`src/rtl/prio_arb_pkg.sv`:
```
// Shared types and constants for the request arbiter.
//   arb_mode_e  : ARB_FIXED (lowest index always wins) / ARB_RR (rotating priority)
//   arb_state_e : ST_IDLE (no grant presented) / ST_GRANT (grant held until ack)
//   ARB_MAX_REQ : largest supported requester count
package prio_arb_pkg;

  typedef enum logic {ARB_FIXED, ARB_RR} arb_mode_e;
  typedef enum logic {ST_IDLE, ST_GRANT} arb_state_e;

  localparam int unsigned ARB_MAX_REQ = 32;

endpackage

```
`src/rtl/prio_pick.sv`:
```
// Combinational lowest-index-wins picker.
// Ports:
//   vec    in  [N-1:0]      candidate vector
//   found  out              at least one bit of vec is set
//   idx    out [IDX_W-1:0]  index of the lowest set bit (0 when none)
//   onehot out [N-1:0]      one-hot of the lowest set bit (0 when none)
module prio_pick #(
  parameter int unsigned N = 4,
  localparam int unsigned IDX_W = ($clog2(N) > 0) ? $clog2(N) : 1
) (
  input  logic [N-1:0]     vec,
  output logic             found,
  output logic [IDX_W-1:0] idx,
  output logic [N-1:0]     onehot
);

  // Scan from the top down so the lowest set bit is the last one written.
  always_comb begin
    found  = 1'b0;
    idx    = '0;
    onehot = '0;
    for (int i = int'(N) - 1; i >= 0; i--) begin
      if (vec[i]) begin
        found  = 1'b1;
        idx    = IDX_W'(i);
        onehot = N'(1) << i;
      end
    end
  end

endmodule

```
`src/rtl/prio_arbiter_rr.sv`:
```
// N-way request arbiter with registered, handshaked grant.
// A grant is held stable until ack; on ack the next grant is chosen in the
// same cycle so back-to-back grants have no idle bubble.
// Optional statistics: define PRIO_ARBITER_STATS_EN to add grant_cnt/wait_max.
// Ports:
//   clock      in               system clock (rising edge)
//   reset      in               synchronous, active-high reset
//   req        in  [N_REQ-1:0]  request vector
//   ack        in               consumer accepts the current grant
//   gnt_valid  out              a grant is presented
//   gnt_onehot out [N_REQ-1:0]  one-hot grant, 0 when no grant
//   gnt_idx    out [IDX_W-1:0]  binary grant index, 0 when no grant
//   busy       out              high while a grant is presented
//   grant_cnt  out [15:0]       (stats) accepted grants, saturating
//   wait_max   out [7:0]        (stats) longest grant duration in cycles, saturating
module prio_arbiter_rr
  import prio_arb_pkg::*;
#(
  parameter int unsigned N_REQ = 4,
  parameter arb_mode_e   MODE  = ARB_RR,
  localparam int unsigned IDX_W = ($clog2(N_REQ) > 0) ? $clog2(N_REQ) : 1
) (
  input  logic             clock,
  input  logic             reset,
  input  logic [N_REQ-1:0] req,
  input  logic             ack,
  output logic             gnt_valid,
  output logic [N_REQ-1:0] gnt_onehot,
  output logic [IDX_W-1:0] gnt_idx,
  output logic             busy
`ifdef PRIO_ARBITER_STATS_EN
  ,
  output logic [15:0]      grant_cnt,
  output logic [7:0]       wait_max
`endif
);

  arb_state_e       r_state;
  logic [IDX_W-1:0] r_rr_ptr;

  logic [IDX_W-1:0] w_ptr_next;
  logic [IDX_W-1:0] w_ptr_eff;
  logic             w_accept;
  logic [N_REQ-1:0] w_req_masked;

  logic             w_m_found, w_a_found, w_found;
  logic [IDX_W-1:0] w_m_idx, w_a_idx, w_sel_idx;
  logic [N_REQ-1:0] w_m_onehot, w_a_onehot, w_sel_onehot;

  assign w_accept = (r_state == ST_GRANT) && ack;

  // Wrap on N_REQ-1 rather than the index width so non-power-of-two counts rotate correctly.
  assign w_ptr_next = (gnt_idx == IDX_W'(N_REQ - 1)) ? '0 : gnt_idx + 1'b1;

  // On an accept the advanced pointer is used immediately, which also places
  // the just-served requester last in the rotation.
  assign w_ptr_eff = ((MODE == ARB_RR) && w_accept) ? w_ptr_next : r_rr_ptr;

  always_comb begin
    w_req_masked = '0;
    for (int i = 0; i < int'(N_REQ); i++) begin
      w_req_masked[i] = req[i] && (IDX_W'(i) >= w_ptr_eff);
    end
  end

  prio_pick #(.N(N_REQ)) u_pick_masked (
    .vec    (w_req_masked),
    .found  (w_m_found),
    .idx    (w_m_idx),
    .onehot (w_m_onehot)
  );

  prio_pick #(.N(N_REQ)) u_pick_all (
    .vec    (req),
    .found  (w_a_found),
    .idx    (w_a_idx),
    .onehot (w_a_onehot)
  );

  // Masked pick first, unmasked pick provides the wrap-around.
  always_comb begin
    w_found      = w_a_found;
    w_sel_idx    = w_a_idx;
    w_sel_onehot = w_a_onehot;
    if ((MODE == ARB_RR) && w_m_found) begin
      w_sel_idx    = w_m_idx;
      w_sel_onehot = w_m_onehot;
    end
  end

  always_ff @(posedge clock) begin
    if (reset) begin
      r_state    <= ST_IDLE;
      r_rr_ptr   <= '0;
      gnt_valid  <= 1'b0;
      gnt_onehot <= '0;
      gnt_idx    <= '0;
      busy       <= 1'b0;
    end else begin
      case (r_state)
        ST_IDLE: begin
          if (w_found) begin
            r_state    <= ST_GRANT;
            gnt_valid  <= 1'b1;
            busy       <= 1'b1;
            gnt_onehot <= w_sel_onehot;
            gnt_idx    <= w_sel_idx;
          end
        end
        ST_GRANT: begin
          // No pre-emption: outputs only move on ack.
          if (ack) begin
            if (MODE == ARB_RR) begin
              r_rr_ptr <= w_ptr_next;
            end
            if (w_found) begin
              gnt_onehot <= w_sel_onehot;
              gnt_idx    <= w_sel_idx;
            end else begin
              r_state    <= ST_IDLE;
              gnt_valid  <= 1'b0;
              busy       <= 1'b0;
              gnt_onehot <= '0;
              gnt_idx    <= '0;
            end
          end
        end
        default: begin
          r_state <= ST_IDLE;
        end
      endcase
    end
  end

`ifdef PRIO_ARBITER_STATS_EN
  logic [7:0] r_wait;
  logic       w_issue;

  assign w_issue = w_found && ((r_state == ST_IDLE) || w_accept);

  // r_wait counts cycles of the current grant, starting at 1 on the first presented cycle.
  always_ff @(posedge clock) begin
    if (reset) begin
      grant_cnt <= '0;
      wait_max  <= '0;
      r_wait    <= '0;
    end else begin
      if (w_accept) begin
        if (grant_cnt != 16'hFFFF) begin
          grant_cnt <= grant_cnt + 16'd1;
        end
        if (r_wait > wait_max) begin
          wait_max <= r_wait;
        end
      end
      if (w_issue) begin
        r_wait <= 8'd1;
      end else if (gnt_valid && !ack && (r_wait != 8'hFF)) begin
        r_wait <= r_wait + 8'd1;
      end
    end
  end
`endif

endmodule

```
`config.mk`:
```
export PLATFORM = sky130hd
export DESIGN_NAME = prio_arbiter_rr
export DESIGN_NICKNAME = d
export VERILOG_FILES = /design/src/rtl/prio_arb_pkg.sv /design/src/rtl/prio_pick.sv /design/src/rtl/prio_arbiter_rr.sv
export SDC_FILE = /design/constraint.sdc
export NUM_CORES = 1
export LEC_CHECK = 0
export BUFFER_PORTS_ARGS = -buffer_cell sky130_fd_sc_hd__buf_2
export CELL_PAD_IN_SITES_DETAIL_PLACEMENT = 1
export CELL_PAD_IN_SITES_GLOBAL_PLACEMENT = 2
export CORE_ASPECT_RATIO = 0.9
export CORE_MARGIN = 4
export CORE_UTILIZATION = 30
export CTS_CLUSTER_DIAMETER = 120
export DETAILED_ROUTE_END_ITERATION = 12
export GPL_ROUTABILITY_DRIVEN = 0
export PLACE_DENSITY = 0.79
export SYNTH_ARGS = -nofsm -noshare
export SYNTH_HDL_FRONTEND = slang
export SYNTH_SLANG_ARGS = --single-unit
```
`constraint.sdc`:
```
create_clock -name clock -period 5.3 [get_ports clock]
set_clock_uncertainty 0.2 [all_clocks]
set_input_delay 0.265 -clock clock [delete_from_list [all_inputs] [get_ports clock]]
set_output_delay 0.265 -clock clock [all_outputs]
set_load 0.1 [all_outputs]
```
== Yosys cells after proc, flatten, opt, wreduce, memory -nomap -nowiden ==
Cells that the tools add are included.
Cells by class
  add/sub/neg operators: 1
  $lt $le $gt $ge: 4
  equal/unequal tests: 4
  muxes and demuxes: 43
  bitwise logic cells: 1
  reductions and logical operators: 8
Operator list (number)
  4-bit two-way mux: 12
  2-bit two-way mux: 14
  1-bit two-way mux: 13
  4-bit one-hot mux with 2 select lines: 1
  1-bit logical AND: 5
  1-bit by 2-bit >= comparator with 1-bit output, first input constant: 2
  2-bit >= comparator, first input constant: 2
  2-bit inequality test, second input constant: 2
  1-bit one-hot mux with 2 select lines: 2
  2-bit one-hot mux with 2 select lines: 1
  2-bit AND reduction: 2
  3-bit AND reduction: 1
  2-bit by 1-bit adder with 2-bit output, second input constant: 1
  2-bit equality test, second input constant: 1
  2-bit by 1-bit inequality test with 1-bit output, second input constant: 1
  1-bit inverter: 1
Word-level totals
  flip-flop bits (word level): 10

== Longest topological paths before layout ==
  word-level depth: 13
  depth in mapped cells: 5
  gate-level depth less buffers: 5

== Hierarchy ==
Synthesis repeated with hierarchy kept, for this count alone.
Unflattened totals
  cell total of the unflattened synthesis: 70
  area total of the unflattened synthesis: 609.3 sq um
By module, submodules not included
  prio_arbiter_rr: times used 1, cells an instance 48, area each 486.7 sq um, seq. area each 200.2 sq um
  prio_pick: times used 2, cells an instance 11, area each 61.3 sq um, seq. area each 0.0 sq um

== Least setup slack after synthesis ==
No wires, ideal clock.
  kind: register -> register
  start: register gnt_idx[0]
  end: register gnt_onehot[0]
  setup time: 0.081 ns
  data arrival time: 2.076 ns
  data required time: 5.019 ns
  slack: 2.943 ns
  cell stages (with the launch flop): 6
  buffers on the path: 0
  cell sequence: dfxtp_1 > ha_1 > nand4bb_2 > and2_4 > or4_1 > a41oi_1
Between the ends
  cells in the longest elaborated chain, start to end: 13
  elaborated cells between the ends (all ways): 24
Ends and longest elaborated chain
  start, declared: RTL line prio_arbiter_rr.sv:29  | output logic [IDX_W-1:0] gnt_idx,
  start signal, assigned: RTL line prio_arbiter_rr.sv:107  | gnt_idx <= w_sel_idx;
  start signal, assigned: RTL line prio_arbiter_rr.sv:118  | gnt_idx <= w_sel_idx;
  2-bit by 1-bit adder with 2-bit output or 2-bit equality test (tied branches): RTL line prio_arbiter_rr.sv:53  | assign w_ptr_next = (gnt_idx == IDX_W'(N_REQ - 1)) ? '0 : gnt_idx + 1'b1;
  2-bit two-way mux *: RTL line prio_arbiter_rr.sv:53
  2-bit two-way mux *: RTL line prio_arbiter_rr.sv:57  | assign w_ptr_eff = ((MODE == ARB_RR) && w_accept) ? w_ptr_next : r_rr_ptr;
  2-bit >= comparator: RTL line prio_arbiter_rr.sv:62  | w_req_masked[i] = req[i] && (IDX_W'(i) >= w_ptr_eff);
  1-bit logical AND: RTL line prio_arbiter_rr.sv:62
  1-bit two-way mux (4 in series): RTL line prio_pick.sv:23  | if (vec[i]) begin
  4-bit two-way mux *: RTL line prio_arbiter_rr.sv:85  | if ((MODE == ARB_RR) && w_m_found) begin
  4-bit two-way mux: RTL line prio_arbiter_rr.sv:116  | if (w_found) begin
  4-bit two-way mux: RTL line prio_arbiter_rr.sv:112  | if (ack) begin
  4-bit one-hot mux with 2 select lines *: RTL line prio_arbiter_rr.sv:100  | case (r_state)
  end signal, assigned: RTL line prio_arbiter_rr.sv:106  | gnt_onehot <= w_sel_onehot;
  end signal, assigned: RTL line prio_arbiter_rr.sv:117  | gnt_onehot <= w_sel_onehot;
  end, declared: RTL line prio_arbiter_rr.sv:28  | output logic [N_REQ-1:0] gnt_onehot,
Mark *: on every way between the ends. The rest lies on a longest branch, timed or not. The select of a mux whose other input is x is not followed.
A chain may end at the register's enable or synchronous reset.

== Worst setup path in the final report ==
Ends and elaborated chain as after synthesis.

==> impl_metrics.json <==
{
  "cts_tree": "done",
  "drc_errors": 0,
  "place_area_sq_um": 654,
  "synth-seq-area-share": 0.352,
  "syn_inst": 65,
  "finalPower_uw": 226,
  "finalMaxSlewViolations": 0,
  "yosys.area_share.xor_xnor": 0,
  "ys_types": 35,
  "final_util": 0.398,
  "timing.setup.tns_ns": 0,
  "clkTransAtPathRegs_ns": 0.07,
  "crit_required_ns": 5.29,
  "drtIter0Drc": 11,
  "ir_drop_mv": 0.123,
  "min_path_type": "input pin to flip-flop",
  "worst_r2r_startpoint": "gnt_idx[0]",
  "num_vias": 552,
  "core.rowCount": 14,
  "grt_pass1_wl_microns": 2510,
  "initial_core_util": 0.328,
  "ys_ff_latch": 10,
  "fin_crit_ns": 1.96,
  "synth-simple-area-share": 0.262,
  "worst_slew_pin_slew_ns": 0.490,
  "drtPass1Iterations": 4,
  "synthTopCellsByArea": "dfxtp_1, a32o_1, nor2_1",
  "grt_use_total": 0.129,
  "async_flop_share": 0,
  "cts_resized": 0,
  "fin_crit_sh": 0.370,
  "routed_wl_microns": 1490,
  "rsz0062_at_grt": "no",
  "cts_setup_buffers": 0,
  "detail-route-antenna-nets": 0,
  "cp-end-kind": "flip-flop",
  "wire_per_inst_microns": 14.3,
  "avgSynthCellArea_sq_um": 8.76,
  "design_area_sq_um": 691,
  "leakagePower_nw": 0.292,
  "crit_fanout": 5,
  "drv_cap": 0,
  "numPortBuffers": 14,
  "reg2regPathDepth": 5,
  "synth_commonest_cells": "dfxtp_1, nor2_1, a31oi_1, a32o_1, inv_1",
  "synth_flop_cell": "dfxtp_1",
  "cts_buffers": 3,
  "max_freq_mhz": 510,
  "io_pins": 15,
  "synth_most_common_cell": "dfxtp_1",
  "synth_top_family_by_area": "compound AO/OA/AOI/OAI gates",
  "drive_above_1_share": 0.288,
  "hold_buffers": 0,
  "synthAdderAreaFrac": 0.0220,
  "die_height_microns": 49.3,
  "yosys.area.top_type": "dfxtp_1",
  "dpl.hpwl_microns": 1200,
  "grt-ovfl-total": 0,
  "area_growth_pct": 21.3,
  "status": "finished clean",
  "timing.rr.end": "gnt_onehot[0]",
  "die_w_microns": 53.9,
  "hold_slack_ns": 0.0818,
  "cts.sinks": 10,
  "synth_fp_nets": 73,
  "viasPerCell": 5.31,
  "synth_area_sq_um": 569,
  "r2r_setup_slack_ns": 3.34,
  "slew_headroom": 0.676,
  "hold_start": "reset",
  "nets": 89,
  "grt_max_degree": 11,
  "cts_max_path_buffers": 2,
  "antenna_found_initial": 0,
  "finalHoldViolCount": 0,
  "worstPathArrival_ns": 1.95,
  "cts-root-buf": "clkbuf_4",
  "synth-edff-count": 0,
  "netlist.area_leader.share": 0.352,
  "setup_violations": 0,
  "powerDensity_nw_per_um2": 327,
  "h-tree-depth": 1,
  "dieArea_sq_um": 2660,
  "synthMuxAreaShare": 0,
  "first_global_vias": 528,
  "worstHoldPathCells": 2,
  "startpoint_type": "flip-flop",
  "clkLatencyLatePin_ns": 0.26,
  "synth_compound_area_frac": 0.312,
  "diodes": 0,
  "hold_end": "r_state",
  "coreArea_sq_um": 1730,
  "crit_type": "flip-flop to flip-flop",
  "yosysWarningCount": 0
}
## stage by stage
stage	setup slack (ns)	instances
after CTS	3.31	104
after detailed placement	3.32	100
after global placement	3.37	100
final	3.34	104
after global routing	3.23	104
after floorplan	2.94	65
## worst max-delay path by stage
stage	startpoint	endpoint	slack [ns]	cells past startpoint
finish	gnt_idx[0]	gnt_onehot[0]	3.34	5
global placement	req[0]	gnt_idx[1]	3.37	5
detailed placement	gnt_idx[0]	gnt_onehot[0]	3.32	5
floorplan	gnt_idx[0]	gnt_onehot[0]	2.94	5
CTS	gnt_idx[0]	gnt_onehot[0]	3.31	5
global route	gnt_idx[0]	gnt_onehot[0]	3.23	5
## routing by layer
metal	part of all wire	up-vias	routed length [microns]	GRT usage
li1	-	277	-	-
met1	0.50	261	743	0.191
met2	0.44	12	660	0.175
met3	0.050	2	75	0.0275
met4	0.0060	0	9	0.0511
met5	0	-	0	0
## sequential cells by signal, indices dropped and copies added (netlist names)
signal      flops
busy            1
r_rr_ptr        2
gnt_idx         2
r_state         1
gnt_onehot      4
## layout make-up
class                           instances  area (sq um)
Fill cell                             212          1040
Multi-Input combinational cell         48           339
Sequential cell                        10           200
Timing Repair Buffer                   14          70.1
Clock buffer                            4          36.3
Tap cell                               24          30.0
Inverter                                4          15.0
## placed cells by master, fill, tap and decap left out
| cell | n |
|---|---|
| o221ai_1 | 1 |
| nor2_1 | 9 |
| nand4bb_2 | 1 |
| nand3_1 | 2 |
| or4_1 | 1 |
| nor3_1 | 1 |
| o311ai_0 | 1 |
| o21ai_0 | 2 |
| a41oi_1 | 1 |
| a311oi_1 | 1 |
| or2_0 | 2 |
| a2111o_1 | 1 |
| clkbuf_4 | 3 |
| a22o_1 | 1 |
| and2_4 | 1 |
| nor3b_1 | 1 |
| o21bai_1 | 1 |
| a32o_1 | 4 |
| dfxtp_1 | 10 |
| a21bo_2 | 1 |
| nand2_1 | 2 |
| nor2b_1 | 1 |
| and2_1 | 1 |
| nand4_1 | 1 |
| nor2b_2 | 1 |
| nor4_2 | 1 |
| a31oi_1 | 4 |
| clkbuf_8 | 1 |
| o31ai_1 | 1 |
| inv_1 | 4 |
| buf_2 | 14 |
| o21a_1 | 1 |
| a21bo_1 | 1 |
| ha_1 | 1 |
| a21oi_1 | 1 |
## worst max-delay path: stages (launching register included)
cell and delay (ns):
dfxtp_1 0.33, ha_1 0.19, nand4bb_2 0.30, and2_4 0.22, or4_1 0.46, a41oi_1 0.18
## cells by family after synthesis
family          count (synthesis)
fa+ha+maj                       1
flops                          10
buf+inv                         7
compound gates                 22
simple gates                   25
## power by group
| part | total, mW | leakage, nW | internal, mW | switching, mW |
|---|---|---|---|---|
| sequential | 0.0842 | 0.0824 | 0.0806 | 0.00363 |
| clock | 0.0698 | 0.0210 | 0.0417 | 0.0282 |
| combinational | 0.0719 | 0.189 | 0.0169 | 0.0550 |
| total | 0.226 | 0.292 | 0.139 | 0.0868 |
Note: power is estimated with default switching activity, not from simulation.
